File: src/rtl/mem_readout_pkg.sv
// mem_readout_pkg
//   Shared declarations for the BRAM block-readout sequencer:
//   - state_t : sequencer FSM states
//   - NENT_W  : width of the entry count taken from the BRAM nent_0 output
//   - clogb2  : address width needed for a given BRAM depth
package mem_readout_pkg;

  localparam int NENT_W = 5;

  typedef enum logic [1:0] {
    IDLE  = 2'd0,
    READ  = 2'd1,
    DRAIN = 2'd2,
    DONE  = 2'd3
  } state_t;

  // Number of address bits needed to index 'depth' entries (1024 -> 10).
  function automatic int clogb2(input int depth);
    int d;
    int r;
    d = depth - 1;
    r = 0;
    while (d > 0) begin
      r++;
      d = d >> 1;
    end
    return r;
  endfunction

endpackage

File: src/rtl/mem_readout_if.sv
// mem_readout_if
//   Bus bundle for mem_readout.
//   BRAM read port : addrb, enb, regceb (sequencer -> BRAM), doutb (BRAM -> sequencer)
//   Output stream  : m_data, m_valid, m_last (sequencer -> sink), m_ready (sink -> sequencer)
//   master modport : the sequencer side; slave modport : the BRAM/sink side.
interface mem_readout_if #(
  parameter int ADDR_W    = 10,
  parameter int RAM_WIDTH = 18
);

  logic [ADDR_W-1:0]    addrb;
  logic                 enb;
  logic                 regceb;
  logic [RAM_WIDTH-1:0] doutb;

  logic [RAM_WIDTH-1:0] m_data;
  logic                 m_valid;
  logic                 m_ready;
  logic                 m_last;

  modport master (
    output addrb, enb, regceb, m_data, m_valid, m_last,
    input  doutb, m_ready
  );

  modport slave (
    input  addrb, enb, regceb, m_data, m_valid, m_last,
    output doutb, m_ready
  );

endinterface

File: src/rtl/mem_readout_fifo.sv
// readout_fifo
//   Small synchronous show-ahead FIFO that absorbs the BRAM read latency.
//   Ports:
//     clkb, rstb : clock, synchronous active-high reset (empties the FIFO)
//     push, din  : write an entry
//     pop        : remove the head entry (ignored when empty)
//     dout       : head entry, valid whenever empty=0
//     empty      : no entries stored
//     count      : number of stored entries (0..DEPTH)
//   The caller guarantees push never happens while full without a same-cycle pop.
module readout_fifo #(
  parameter  int WIDTH = 19,
  parameter  int DEPTH = 4,
  localparam int CNT_W = $clog2(DEPTH + 1),
  localparam int PTR_W = (DEPTH > 1) ? $clog2(DEPTH) : 1
) (
  input  logic             clkb,
  input  logic             rstb,
  input  logic             push,
  input  logic             pop,
  input  logic [WIDTH-1:0] din,
  output logic [WIDTH-1:0] dout,
  output logic             empty,
  output logic [CNT_W-1:0] count
);

  logic [WIDTH-1:0] mem [DEPTH];
  logic [PTR_W-1:0] wr_ptr_reg, rd_ptr_reg;
  logic [CNT_W-1:0] count_reg;
  logic             do_push, do_pop;

  assign do_pop  = pop && (count_reg != '0);
  assign do_push = push && ((count_reg != CNT_W'(DEPTH)) || do_pop);

  function automatic logic [PTR_W-1:0] ptr_inc(input logic [PTR_W-1:0] p);
    return (p == PTR_W'(DEPTH - 1)) ? '0 : p + PTR_W'(1);
  endfunction

  // Storage carries no reset: validity is tracked by the pointers/count.
  always_ff @(posedge clkb) begin
    if (do_push) mem[wr_ptr_reg] <= din;
  end

  always_ff @(posedge clkb) begin
    if (rstb) begin
      wr_ptr_reg <= '0;
      rd_ptr_reg <= '0;
      count_reg  <= '0;
    end else begin
      if (do_push) wr_ptr_reg <= ptr_inc(wr_ptr_reg);
      if (do_pop)  rd_ptr_reg <= ptr_inc(rd_ptr_reg);
      case ({do_push, do_pop})
        2'b10:   count_reg <= count_reg + CNT_W'(1);
        2'b01:   count_reg <= count_reg - CNT_W'(1);
        default: count_reg <= count_reg;
      endcase
    end
  end

  // Head is read combinationally so data is presented in the same cycle as !empty.
  assign dout  = mem[rd_ptr_reg];
  assign empty = (count_reg == '0);
  assign count = count_reg;

endmodule

File: src/rtl/mem_readout.sv
// mem_readout
//   Read-side sequencer downstream of the page BRAM. A start pulse reads nent
//   words starting at base_addr through the BRAM registered read port and
//   presents them as a valid/ready stream with a last flag.
//   Ports:
//     clkb, rstb : clock, synchronous active-high reset
//     start      : one-cycle block request (only honoured in IDLE)
//     base_addr  : first BRAM address of the block
//     nent       : number of words in the block (0..31)
//     busy       : block in progress
//     done       : one-cycle pulse at block completion
//     bus        : BRAM read port + output stream (mem_readout_if.master)
module mem_readout
  import mem_readout_pkg::*;
#(
  parameter  int RAM_WIDTH    = 18,
  parameter  int RAM_DEPTH    = 1024,
  parameter  int READ_LATENCY = 2,
  parameter  int FIFO_DEPTH   = 4,
  localparam int ADDR_W       = clogb2(RAM_DEPTH)
) (
  input  logic              clkb,
  input  logic              rstb,
  input  logic              start,
  input  logic [ADDR_W-1:0] base_addr,
  input  logic [NENT_W-1:0] nent,
  output logic              busy,
  output logic              done,
  mem_readout_if.master     bus
);

  localparam int CNT_W = $clog2(FIFO_DEPTH + 1);
  localparam int IFL_W = $clog2(READ_LATENCY + 1);
  localparam int SUM_W = CNT_W + IFL_W;

  state_t            state_reg, state_next;
  logic [ADDR_W-1:0] base_reg, base_next;
  logic [NENT_W-1:0] nent_reg, nent_next;
  logic [NENT_W-1:0] cnt_reg, cnt_next;

  logic              issue, issue_last, credit_ok;
  logic [IFL_W-1:0]  inflight;
  logic [CNT_W-1:0]  fifo_count;
  logic              fifo_empty, pop;
  logic [RAM_WIDTH:0] fifo_head;

  // In-flight valid/last shift register, one stage per cycle of read latency.
  logic [READ_LATENCY-1:0] pipe_vld_reg, pipe_last_reg;
  logic [READ_LATENCY-1:0] vld_chain, last_chain;

  assign vld_chain[0]  = issue;
  assign last_chain[0] = issue_last;

  genvar gi;
  generate
    for (gi = 1; gi < READ_LATENCY; gi++) begin : g_pipe
      assign vld_chain[gi]  = pipe_vld_reg[gi-1];
      assign last_chain[gi] = pipe_last_reg[gi-1];
    end
  endgenerate

  always_ff @(posedge clkb) begin
    if (rstb) begin
      pipe_vld_reg  <= '0;
      pipe_last_reg <= '0;
    end else begin
      pipe_vld_reg  <= vld_chain;
      pipe_last_reg <= last_chain;
    end
  end

  always_comb begin
    inflight = '0;
    for (int k = 0; k < READ_LATENCY; k++) begin
      inflight = inflight + IFL_W'(pipe_vld_reg[k]);
    end
  end

  // A pop in the same cycle is deliberately not credited, so the FIFO can
  // never be asked to accept more than FIFO_DEPTH outstanding words.
  assign credit_ok = (SUM_W'(fifo_count) + SUM_W'(inflight)) < SUM_W'(FIFO_DEPTH);

  always_ff @(posedge clkb) begin
    if (rstb) begin
      state_reg <= IDLE;
      base_reg  <= '0;
      nent_reg  <= '0;
      cnt_reg   <= '0;
    end else begin
      state_reg <= state_next;
      base_reg  <= base_next;
      nent_reg  <= nent_next;
      cnt_reg   <= cnt_next;
    end
  end

  always_comb begin
    state_next = state_reg;
    base_next  = base_reg;
    nent_next  = nent_reg;
    cnt_next   = cnt_reg;
    issue      = 1'b0;
    issue_last = 1'b0;
    done       = 1'b0;
    busy       = (state_reg != IDLE);
    case (state_reg)
      IDLE: begin
        if (start) begin
          base_next  = base_addr;
          nent_next  = nent;
          cnt_next   = '0;
          state_next = (nent == '0) ? DONE : READ;
        end
      end
      READ: begin
        if (cnt_reg == nent_reg) begin
          state_next = DRAIN;
        end else if (credit_ok) begin
          issue      = 1'b1;
          issue_last = (cnt_reg == nent_reg - NENT_W'(1));
          cnt_next   = cnt_reg + NENT_W'(1);
        end
      end
      DRAIN: begin
        if (pop && fifo_head[RAM_WIDTH]) state_next = DONE;
      end
      DONE: begin
        done       = 1'b1;
        state_next = IDLE;
      end
      default: state_next = IDLE;
    endcase
  end

  // Address wraps naturally at RAM_DEPTH through the ADDR_W-bit add.
  assign bus.enb    = issue;
  assign bus.addrb  = issue ? (base_reg + ADDR_W'(cnt_reg)) : '0;
  assign bus.regceb = 1'b1;

  // The word leaving the shift register is the one the BRAM is showing now.
  readout_fifo #(
    .WIDTH (RAM_WIDTH + 1),
    .DEPTH (FIFO_DEPTH)
  ) u_fifo (
    .clkb  (clkb),
    .rstb  (rstb),
    .push  (pipe_vld_reg[READ_LATENCY-1]),
    .pop   (pop),
    .din   ({pipe_last_reg[READ_LATENCY-1], bus.doutb}),
    .dout  (fifo_head),
    .empty (fifo_empty),
    .count (fifo_count)
  );

  assign pop         = !fifo_empty && bus.m_ready;
  assign bus.m_valid = !fifo_empty;
  // Head is masked while empty so the stream outputs read 0 when idle.
  assign bus.m_data  = fifo_empty ? '0 : fifo_head[RAM_WIDTH-1:0];
  assign bus.m_last  = !fifo_empty && fifo_head[RAM_WIDTH];

endmodule

File: src/flat_wrapper.sv
// flat-port wrapper written by rule: the top's interface ports become plain ports
module mem_readout_flat import mem_readout_pkg::*;
#(
  parameter  int RAM_WIDTH    = 18,
  parameter  int RAM_DEPTH    = 1024,
  parameter  int READ_LATENCY = 2,
  parameter  int FIFO_DEPTH   = 4,
  localparam int ADDR_W       = clogb2(RAM_DEPTH)
)
  (clkb, rstb, start, base_addr, nent, busy, done, bus_addrb, bus_enb, bus_regceb, bus_m_data, bus_m_valid, bus_m_last, bus_doutb, bus_m_ready);
  mem_readout_if #(.ADDR_W((10)), .RAM_WIDTH(RAM_WIDTH)) bus_i ();
  input  logic clkb;
  input  logic rstb;
  input  logic start;
  input  logic [ADDR_W-1:0] base_addr;
  input  logic [NENT_W-1:0] nent;
  output logic busy;
  output logic done;
  output wire logic [$bits(bus_i.addrb)-1:0] bus_addrb;
  output wire logic [$bits(bus_i.enb)-1:0] bus_enb;
  output wire logic [$bits(bus_i.regceb)-1:0] bus_regceb;
  output wire logic [$bits(bus_i.m_data)-1:0] bus_m_data;
  output wire logic [$bits(bus_i.m_valid)-1:0] bus_m_valid;
  output wire logic [$bits(bus_i.m_last)-1:0] bus_m_last;
  input wire logic [$bits(bus_i.doutb)-1:0] bus_doutb;
  input wire logic [$bits(bus_i.m_ready)-1:0] bus_m_ready;
  assign bus_addrb = bus_i.addrb;
  assign bus_enb = bus_i.enb;
  assign bus_regceb = bus_i.regceb;
  assign bus_m_data = bus_i.m_data;
  assign bus_m_valid = bus_i.m_valid;
  assign bus_m_last = bus_i.m_last;
  assign bus_i.doutb = bus_doutb;
  assign bus_i.m_ready = bus_m_ready;
  mem_readout #(.RAM_WIDTH(RAM_WIDTH), .RAM_DEPTH(RAM_DEPTH), .READ_LATENCY(READ_LATENCY), .FIFO_DEPTH(FIFO_DEPTH)) u_core (.clkb(clkb), .rstb(rstb), .start(start), .base_addr(base_addr), .nent(nent), .busy(busy), .done(done), .bus(bus_i));
endmodule
File: config.mk
export PLATFORM = sky130hd
export DESIGN_NAME = mem_readout_flat
export DESIGN_NICKNAME = d
export VERILOG_FILES = /design/src/rtl/mem_readout_pkg.sv /design/src/rtl/mem_readout_if.sv /design/src/rtl/mem_readout_fifo.sv /design/src/rtl/mem_readout.sv /design/src/flat_wrapper.sv
export SDC_FILE = /design/constraint.sdc
export NUM_CORES = 1
export LEC_CHECK = 0
export CORE_MARGIN = 8
export CORE_UTILIZATION = 52
export CTS_BUF_LIST = sky130_fd_sc_hd__clkbuf_8
export CTS_CLUSTER_DIAMETER = 150
export DETAILED_ROUTE_END_ITERATION = 8
export PLACE_DENSITY = 0.77
export SLEW_MARGIN = 10
export SYNTH_ARGS = -nofsm -noshare
export SYNTH_HDL_FRONTEND = slang
export SYNTH_SLANG_ARGS = --single-unit
File: constraint.sdc
create_clock -name clkb -period 3.6 [get_ports clkb]
set_clock_uncertainty 0.2 [all_clocks]
set_input_delay 1.08 -clock clkb [delete_from_list [all_inputs] [get_ports clkb]]
set_output_delay 1.08 -clock clkb [all_outputs]
set_load 0.05 [all_outputs]
==> flow_summary_export.csv, run 1 <==
group,metric,value,unit
timing,tightest_slew,1.017,ns
critical_path,critPathCaptureType,"output port",
routing,drc,0,
floorplanning,io_pins,71,
routing,first_iter_violations,129,
placed_design,dp_hpwl,6815,um
clock_network,cts_inserted_buffers,9,
critical_path,rrSetupSlack,1.24,ns
clock_network,cts-root-buf,"clkbuf_8",
synth,yosysWarnings,0,
power,power.share.sequential,0.382,
critical_path,crit_type,"reg2out",
power,vdd_drop_max,0.0002882,V
timing,hold_viol_final,0,
routing,vias_per_cell,5.413,
finish,stdcell_area,0.006168,mm^2
placed_design,gp_congestion,0.7888,
synth,synth_ff_type,"edfxtp_1",
floorplanning,die_area,0.01300,mm^2
power,switchingPower,1.642,mW
critical_path,cp.arrival,2.31,ns
synth,synthTopCellsByArea,"edfxtp_1 (46%), dfxtp_1 (14%), mux4_2 (8.6%)",
critical_path,required,2.32,ns
global_routing,grt_pass1_vias,3318,
job,drv_cap,0,
finish,diodes,0,
clock_network,cts_tree,"built",
clock_network,cts_num_sinks,111,
timing,min_period_over_period,0.9959,
power,power_density,649.2,mW/mm^2
synth,synth_common_cells,"edfxtp_1 (76), nand2_1 (41), dfxtp_1 (35), a21oi_1 (26), nor2b_1 (25)",
synth,ys_seq_area_frac,0.5969,
power,power.internal,2.363,mW
synth,yosysTopAreaCellShare,0.4567,
timing,rsz0062_at_grt,"yes",
floorplanning,fp.dieW,114.0,um
timing,fmax,278.9,MHz
power,p_sw_frac,0.4099,
timing,setup_viol,0,
floorplanning,row_count,35,
clock_network,postCtsHoldBufs,0,
clock_network,htree_levels,3,
outcome,outcome,"complete, no violations",
finish,drive_above_1_share,0.2165,
routing,wire_per_inst,16.93,um
finish,largest_register_ffs,76,
synth,syn-cell-area,0.004997,mm^2
critical_path,cp_max_fo,2,
routing,firstDrtPassIters,4,
routing,dr.max_layer_used,"met4",
synth,synthDistinctLibCells,46,
synth,syn_avg_cell_area,12.98,um^2
floorplanning,core_area,0.009284,mm^2
synth,async_reset_ff_frac,0,
timing,slew_headroom,0.3218,
routing,routed_wirelength,10000,um
routing,wl_met2,4890,um
floorplanning,initial_core_util,0.5383,
global_routing,grt_use_total,0.1582,
placed_design,placed_cell_area,0.005906,mm^2
routing,num_vias,3199,
timing,min_period,3.585,ns
clock_network,clk_path_buf_depth,2,
synth,syn_nets,441,
floorplanning,die_y,114.0,um
placed_design,port_buffers,69,
finish,area_growth,23.44,%
global_routing,grt_pass1_wl,16370,um
power,total_power,4.005,mW
power,p_comb_frac,0.443,
global_routing,grt_max_degree,33,
global_routing,grt_overflow_total,0,
synth,synth_cells,385,
routing,ant_nets,0,
power,p_leak,2.186,nW
finish,fill_cells,702,
routing,met3WireLength,495,um
routing,drt-met1-wl,4531,um
power,pwr-share-clk,0.175,
synth,synth_area_leader_cell,"edfxtp_1",
synth,synth_edf_count,76,
global_routing,antenna_found_initial,0,
clock_network,clkTransAtPathRegs,0.10,ns
timing,slew_viol_final,0,
critical_path,start_kind,"flip-flop",
worst_hold_path,min-delay-path-class,"reg2reg",
synth,synth.most_common_cell,"edfxtp_1",
clock_network,clk-insertion-delay-late,0.36,ns
synth,synth-seq-cells,111,
finish,final_nets,513,
==> worst max-delay path: stages, from the launching register on <==
cell and delay, ns:
dfxtp_4 0.37, ha_4 0.13, inv_2 0.03, fa_2 0.35, nor2b_2 0.15, o21a_1 0.17
o21ai_2 0.08, a211o_1 0.32, a21oi_2 0.19, buf_12 0.16
==> routing by layer <==
metal  GRT usage  vias up
met1      0.1937     1566
met5           0        -
met3     0.04120       10
met2      0.2681       79
li1            -     1544
met4     0.04791        0
==> power groups by stage <==
stage	sequential (mW)	combinational (mW)	clock, mW
floorplan	1.53	1.26	0
global placement	1.55	1.74	0
detailed placement	1.56	1.76	0
CTS	1.53	1.79	0.717
global route	1.54	1.90	0.763
finish	1.53	1.77	0.700
==> final cells by class <==
type | instances | area (um^2) | share of cell area
Clock buffer | 9 | 123.9 | 0.02008
Clock inverter | 7 | 58.81 | 0.009533
Tap cell | 129 | 161.4 | 0.02617
Timing Repair Buffer | 78 | 820.8 | 0.1331
Inverter | 18 | 67.56 | 0.01095
Sequential cell | 111 | 2989 | 0.4846
Multi-Input combinational cell | 239 | 1947 | 0.3156
==> logic make-up after synthesis <==
logic type                 after synthesis  share of synthesized area
AOI/OAI and AO/OA                       51                    0.07086
xor gates and xnor gates                13                    0.02278
adders and majority gates               19                    0.05058
buffers and inverters                   35                    0.02779
DFF                                    111                     0.5969
muxes                                   28                     0.1039
other                                    1                  0.0007504
and+or+nand+nor                        127                     0.1264
==> cells in the final DEF, fill, tap and decap left out, drive strengths merged, types with 3 or more instances in the layout <==
cell type	count
a21o	3
a21oi	28
a31oi	4
and2	5
buf	39
clkbuf	9
clkdlybuf4s50	39
dfxtp	35
edfxtp	76
ha	17
inv	23
mux2i	8
mux4	19
nand2	41
nand3	8
nor2	20
nor2b	25
nor3	13
nor3b	4
o21ai	4
or3	3
or4	3
xnor2	6
xor2	7
==> final timing paths <==
check | start | end | depth (start not counted)
worst max-delay path | u_core.cnt_reg[0]$_SDFFE_PP0P_ | bus_addrb[6] | 9
worst min-delay path | u_core.pipe_last_reg[0]$_SDFF_PP0_ | u_core.pipe_last_reg[1]$_SDFF_PP0_ | 1
worst min register to register | u_core.pipe_last_reg[0]$_SDFF_PP0_ | u_core.pipe_last_reg[1]$_SDFF_PP0_ | 1
worst max register to register | u_core.u_fifo.count[0]$_SDFFE_PP0P_ | u_core.cnt_reg[4]$_SDFFE_PP0P_ | 7
==> what timing repair did <==
action	4_1_cts	5_1_grt
setup endpoints to repair	10	9
cloned	0	0
pin swaps	4	3
buffers inserted	2	0
hold endpoints to repair	0	0
gates resized for setup	11	10
==> per-stage QoR <==
| step | utilization | setup TNS, ns | setup WS, ns | hold WS [ns] | instances |
|---|---|---|---|---|---|
| finish | 0.6644 | 0 | 0.01482 | 0.2468 | 591 |
| global route | 0.6644 | -0.1936 | -0.1006 | 0.2498 | 591 |
| CTS | 0.6606 | 0 | 0.008213 | 0.2460 | 591 |
| detailed placement | 0.6361 | 0 | 0.1296 | 0.2290 | 573 |
| global placement | 0.6361 | 0 | 0.2325 | 0.2188 | 573 |
| floorplan | - | 0 | 0.001210 | 0.2138 | 385 |
Power figures use the tool's default switching activity.
==> run 2, diff against run 1 <==
CAP_MARGIN = 20   (was default)
CORE_ASPECT_RATIO = 0.5   (was default)
==> run 2 against run 1 <==
Critical endpoint is now bus_addrb[8]. Sequential power about the same. Critical path depth down 2. The flow now finishes with violations (setup timing). Global-route usage about the same. Final cell count down 1.2%. Routed wire length down 1.4%. Non-clock buffer count up 1. Clock-buffer cell count unchanged. Largest cell class unchanged. Via count down 2.8%. Worst hold slack worse by 0.0060 ns. First-iteration DRC count up 14%. Total power up 1.8%.
==> flow_summary_export.csv, run 2 (synthesized netlist as in run 1, its figures left out) <==
group,metric,value,unit
critical_path,cp.arrival,2.33,ns
placed_design,port_buffers,69,
routing,firstDrtPassIters,4,
timing,min_period,3.611,ns
critical_path,critPathTopFamily,"flip-flops",
floorplanning,die_area,0.01319,mm^2
finish,final_nets,514,
outcome,outcome,"complete, but fails checks",
timing,slew_viol_final,0,
global_routing,grt_max_degree,33,
placed_design,placed_cell_area,0.005908,mm^2
floorplanning,row_count,25,
power,total_power,4.078,mW
routing,ant_nets,0,
critical_path,slowest_stage,"dfxtp_1",
routing,first_iter_violations,147,
routing,drc,0,
clock_network,postCtsHoldBufs,0,
finish,layout_commonest_cell,"edfxtp_1",
routing,wire_per_inst,16.89,um
finish,largest_register_ffs,76,
clock_network,cts-root-buf,"clkbuf_8",
worst_hold_path,min-delay-path-class,"reg2reg",
global_routing,grt_pass1_vias,3291,
floorplanning,die_y,85.32,um
placed_design,dp_hpwl,6770,um
floorplanning,io_pins,71,
timing,min_period_over_period,1.003,
finish,area_growth,23.99,%
finish,stdcell_area,0.006196,mm^2
routing,routed_wirelength,9866,um
timing,tightest_slew,1.001,ns
floorplanning,fp.dieW,154.6,um
clock_network,clkTransAtPathRegs,0.11,ns
finish,fill_cells,717,
clock_network,clk_path_buf_depth,2,
critical_path,critical_path_buf_inv_count,2,
floorplanning,core_area,0.009384,mm^2
power,vdd_drop_max,0.0002479,V
critical_path,start_kind,"flip-flop",
timing,setup_viol,1,
clock_network,cts_tree,"built",
timing,setup-tns-final,-0.01115,ns
timing,setup_ws,-0.01115,ns
critical_path,cp_max_fo,6,
clock_network,cts_num_sinks,111,
timing,rsz0062_at_grt,"yes",
finish,diodes,0,
routing,vias_per_cell,5.327,
clock_network,cts_inserted_buffers,9,
routing,num_vias,3111,
placed_design,gp_congestion,0.8156,
global_routing,grt_use_total,0.1582,
critical_path,crit_type,"reg2out",
power,power_density,658.1,mW/mm^2
power,p_leak,2.194,nW
timing,slew_headroom,0.3325,
critical_path,worstPathCellList,"ha_1 > a21o_1 > a21oi_2 > buf_4 > nand3b_1 > mux2i_2 > buf_12",
finish,drive_above_1_share,0.2181,
global_routing,grt_overflow_total,0,
clock_network,clk-insertion-delay-late,0.38,ns
global_routing,antenna_found_initial,0,
critical_path,critPathCaptureType,"output port",
clock_network,htree_levels,3,
critical_path,required,2.32,ns
timing,timing.hold.ws,0.2407,ns
timing,fmax,276.9,MHz
job,drv_cap,0,
outcome,violations,"setup timing",
critical_path,slowest_delay,0.53,ns
floorplanning,initial_core_util,0.5325,
placed_design,dp_slack,0.1259,ns
timing,hold_viol_final,0,
finish,final_cell_mix,"edfxtp_1 (76), nand2_1 (40), clkdlybuf4s50_1 (39)",
global_routing,grt_pass1_wl,16450,um
run 2: repair_timing:
item / CTS / global route
buffers inserted: 3 / 0
pin swaps: 4 / 6
resized for setup: 13 / 7
setup endpoints to repair: 10 / 7
run 2: routing by layer:
layer,up-vias,routed length (um),global-route usage,share of wire
li1,1545,-,-,-
met5,-,0,0,0
met3,5,600,0.05727,0.061
met1,1494,4331,0.1779,0.44
met4,0,68,0.04501,0.0069
met2,67,4865,0.2799,0.49
run 2: worst paths after layout:
| kind | from | end | slack [ns] | cells after the start |
|---|---|---|---|---|
| worst max register to register | u_core.u_fifo.count[0]$_SDFFE_PP0P_ | u_core.cnt_reg[3]$_SDFFE_PP0P_ | 1.09 | 7 |
| worst max-delay path | u_core.u_fifo.count[0]$_SDFFE_PP0P_ | bus_addrb[8] | -0.01 | 7 |
| worst min-delay path | u_core.pipe_last_reg[0]$_SDFF_PP0_ | u_core.pipe_last_reg[1]$_SDFF_PP0_ | 0.24 | 1 |
| worst min register to register | u_core.pipe_last_reg[0]$_SDFF_PP0_ | u_core.pipe_last_reg[1]$_SDFF_PP0_ | 0.24 | 1 |
run 2: cell type report:
class | instances | area (um^2) | share of cell area
timing repair buffer | 79 | 840.8 | 0.1357
clock inverter | 7 | 80.08 | 0.01292
clock buffer | 9 | 123.9 | 0.01999
sequential | 111 | 2988 | 0.4822
tap | 121 | 151.4 | 0.02443
inverter | 18 | 67.56 | 0.01090
multi-input combinational | 239 | 1944 | 0.3138
run 2: power by group:
part / switching [mW] / internal [mW]
registers: 0.0956 / 1.45
clock network: 0.432 / 0.334
logic: 1.11 / 0.660
total: 1.64 / 2.44
run 2: stage by stage:
step,util,cells
detailed placement,0.6296,565
finish,0.6603,584
floorplan,-,385
global route,0.6603,584
global placement,0.6296,565
CTS,0.6573,584
==> run 3, diff against run 2 <==
==> constraint.sdc (replaced) <==
create_clock -name clkb -period 3.6 [get_ports clkb]
set_clock_uncertainty 0.2 [all_clocks]
set_input_delay 0.36 -clock clkb [delete_from_list [all_inputs] [get_ports clkb]]
set_output_delay 0.36 -clock clkb [all_outputs]
set_load 0.05 [all_outputs]
==> run 3 against run 2 <==
Utilization fell by 2.1 points. Via count rose by 0.96%. Clock-buffer cell count is the same. Sequential share of layout area increased by 1.5 points. The flow now finishes without violations. Total power decreased by 4.1%. Cell area shrank 3.1%. Highest routed layer unchanged. Routed wire length shrank 3.8%. Critical path depth is 2 higher.
==> flow_summary_export.csv, run 3 (synthesized netlist as in run 1, its figures left out) <==
group,metric,value,unit
clock_network,post_cts_buffers,0,
floorplanning,die_area,0.01319,mm^2
outcome,outcome,"complete, no violations",
timing,timing.hold.ws,0.2479,ns
critical_path,critPathTopFamily,"buffers and inverters",
timing,rsz0062_at_grt,"no",
critical_path,critPathCaptureType,"output port",
global_routing,antenna_found_initial,0,
finish,diodes,0,
finish,drive_above_1_share,0.1152,
timing,setup-tns-final,0,ns
floorplanning,initial_core_util,0.5325,
placed_design,gp_congestion,0.8529,
critical_path,worst-r2r-cell-count,7,
finish,stdcell_area,0.006003,mm^2
floorplanning,row_count,25,
floorplanning,fp.dieW,154.6,um
global_routing,grt_max_degree,21,
critical_path,required,3.04,ns
power,total_power,3.909,mW
clock_network,cts-root-buf,"clkbuf_8",
timing,setup_viol,0,
placed_design,port_buffers,69,
critical_path,cp_max_fo,6,
finish,layout_commonest_cell,"edfxtp_1",
timing,hold_viol_final,0,
power,switchingPower,1.573,mW
placed_design,placed_cell_area,0.005828,mm^2
clock_network,clk_path_buf_depth,2,
global_routing,grt_pass1_vias,3288,
power,p_sw_frac,0.4025,
clock_network,clk-insertion-delay-late,0.37,ns
timing,tightest_slew,0.6549,ns
power,power.share.sequential,0.391,
routing,routed_wirelength,9489,um
timing,slew_headroom,0.5608,
timing,min_period,3.375,ns
worst_hold_path,min-delay-path-class,"reg2reg",
routing,first_iter_violations,116,
finish,final_cell_mix,"edfxtp_1 (76), clkdlybuf4s50_1 (58), nand2_1 (41)",
critical_path,critical_path_buf_inv_count,2,
power,power.internal,2.335,mW
critical_path,slowest_delay,0.54,ns
timing,setup_ws,0.2255,ns
finish,fill_cells,748,
routing,wire_per_inst,16.33,um
clock_network,clkTransAtPathRegs,0.09,ns
power,p_leak,2.186,nW
global_routing,grt_use_total,0.1506,
critical_path,path_depth,9,
clock_network,cts_num_sinks,111,
power,vdd_drop_max,0.0002552,V
power,power_density,651.1,mW/mm^2
critical_path,crit_type,"reg2out",
finish,area_growth,20.13,%
job,drv_cap,0,
worst_hold_path,hold_depth,1,
finish,regArea,0.002983,mm^2
critical_path,worstPathCellList,"ha_1 > inv_1 > fa_1 > nor2b_1 > o21a_1 > o21ai_0 > a21oi_1 > mux2i_1 > dlygate4sd2_1",
global_routing,grt_pass1_wl,15650,um
routing,vias_per_cell,5.406,
power,p_comb_frac,0.442,
timing,fmax,296.3,MHz
critical_path,start_kind,"flip-flop",
floorplanning,die_y,85.32,um
finish,final_nets,512,
routing,firstDrtPassIters,4,
routing,ant_nets,0,
clock_network,htree_levels,3,
timing,min_period_over_period,0.9374,
finish,multi_input_area,0.001881,mm^2
power,pwr-share-clk,0.167,
critical_path,cp.arrival,2.81,ns
global_routing,grt_overflow_total,0,
clock_network,cts_tree,"built",
routing,num_vias,3141,
placed_design,dp_hpwl,6561,um
timing,slew_viol_final,0,
floorplanning,io_pins,71,
clock_network,cts_inserted_buffers,9,
routing,drc,0,
finish,largest_register_ffs,76,
critical_path,slowest_stage,"dlygate4sd2_1",
placed_design,dp_slack,0.3692,ns
floorplanning,core_area,0.009384,mm^2
==> run 3: cell count changes in the layout (fill, tap and decap cells not counted), sizes merged <==
cell	previous run	this run
buf	40	10
clkdlybuf4s50	39	58
clkinvlp	0	1
clkinv	1	3
dlymetal6s2s	0	5
inv	23	20
bufinv	1	0
dlygate4sd2	0	4
==> run 3: per-layer routing <==
layer / part of all wire / wire length [um] / GRT usage / vias up
met5: 0 / 0 / 0 / -
met4: 0.0091 / 86 / 0.04501 / 0
met3: 0.047 / 450 / 0.05271 / 7
met2: 0.48 / 4586 / 0.2592 / 65
met1: 0.46 / 4366 / 0.1756 / 1526
li1: - / - / - / 1543
==> run 3: final timing paths <==
path	slack [ns]	start	end
setup reg to reg	1.19	u_core.u_fifo.count[0]$_SDFFE_PP0P_	u_core.u_fifo.count[2]$_SDFFE_PP0P_
hold reg to reg	0.25	u_core.pipe_last_reg[0]$_SDFF_PP0_	u_core.pipe_last_reg[1]$_SDFF_PP0_
hold / removal	0.25	u_core.pipe_last_reg[0]$_SDFF_PP0_	u_core.pipe_last_reg[1]$_SDFF_PP0_
setup / recovery	0.23	u_core.cnt_reg[0]$_SDFFE_PP0P_	bus_addrb[8]
==> run 3: timing repair <==
item	in CTS	in global routing
resized for setup	4	5
endpoints found under the setup margin	4	5
hold buffers	0	0
==> run 3: final cells by class <==
cell class	instances	area share
Clock buffer	9	0.02063
Clock inverter	6	0.007295
Inverter	18	0.01125
Multi-Input combinational cell	239	0.3133
Sequential cell	111	0.4969
Tap cell	121	0.02522
Timing Repair Buffer	77	0.1255
==> run 3: stage by stage <==
stage | cells | utilization
after CTS | 581 | 0.6384
after global routing | 581 | 0.6397
after floorplan | 385 | -
after global placement | 566 | 0.6211
final | 581 | 0.6397
after detailed placement | 566 | 0.6211
==> run 3: power by group through the flow <==
stage               clock, mW  sequential (mW)  combinational, mW
finish                  0.655             1.53               1.73
global route            0.727             1.54               1.86
CTS                     0.675             1.53               1.75
detailed placement          0             1.56               1.74
global placement            0             1.55               1.73
floorplan                   0             1.53               1.25
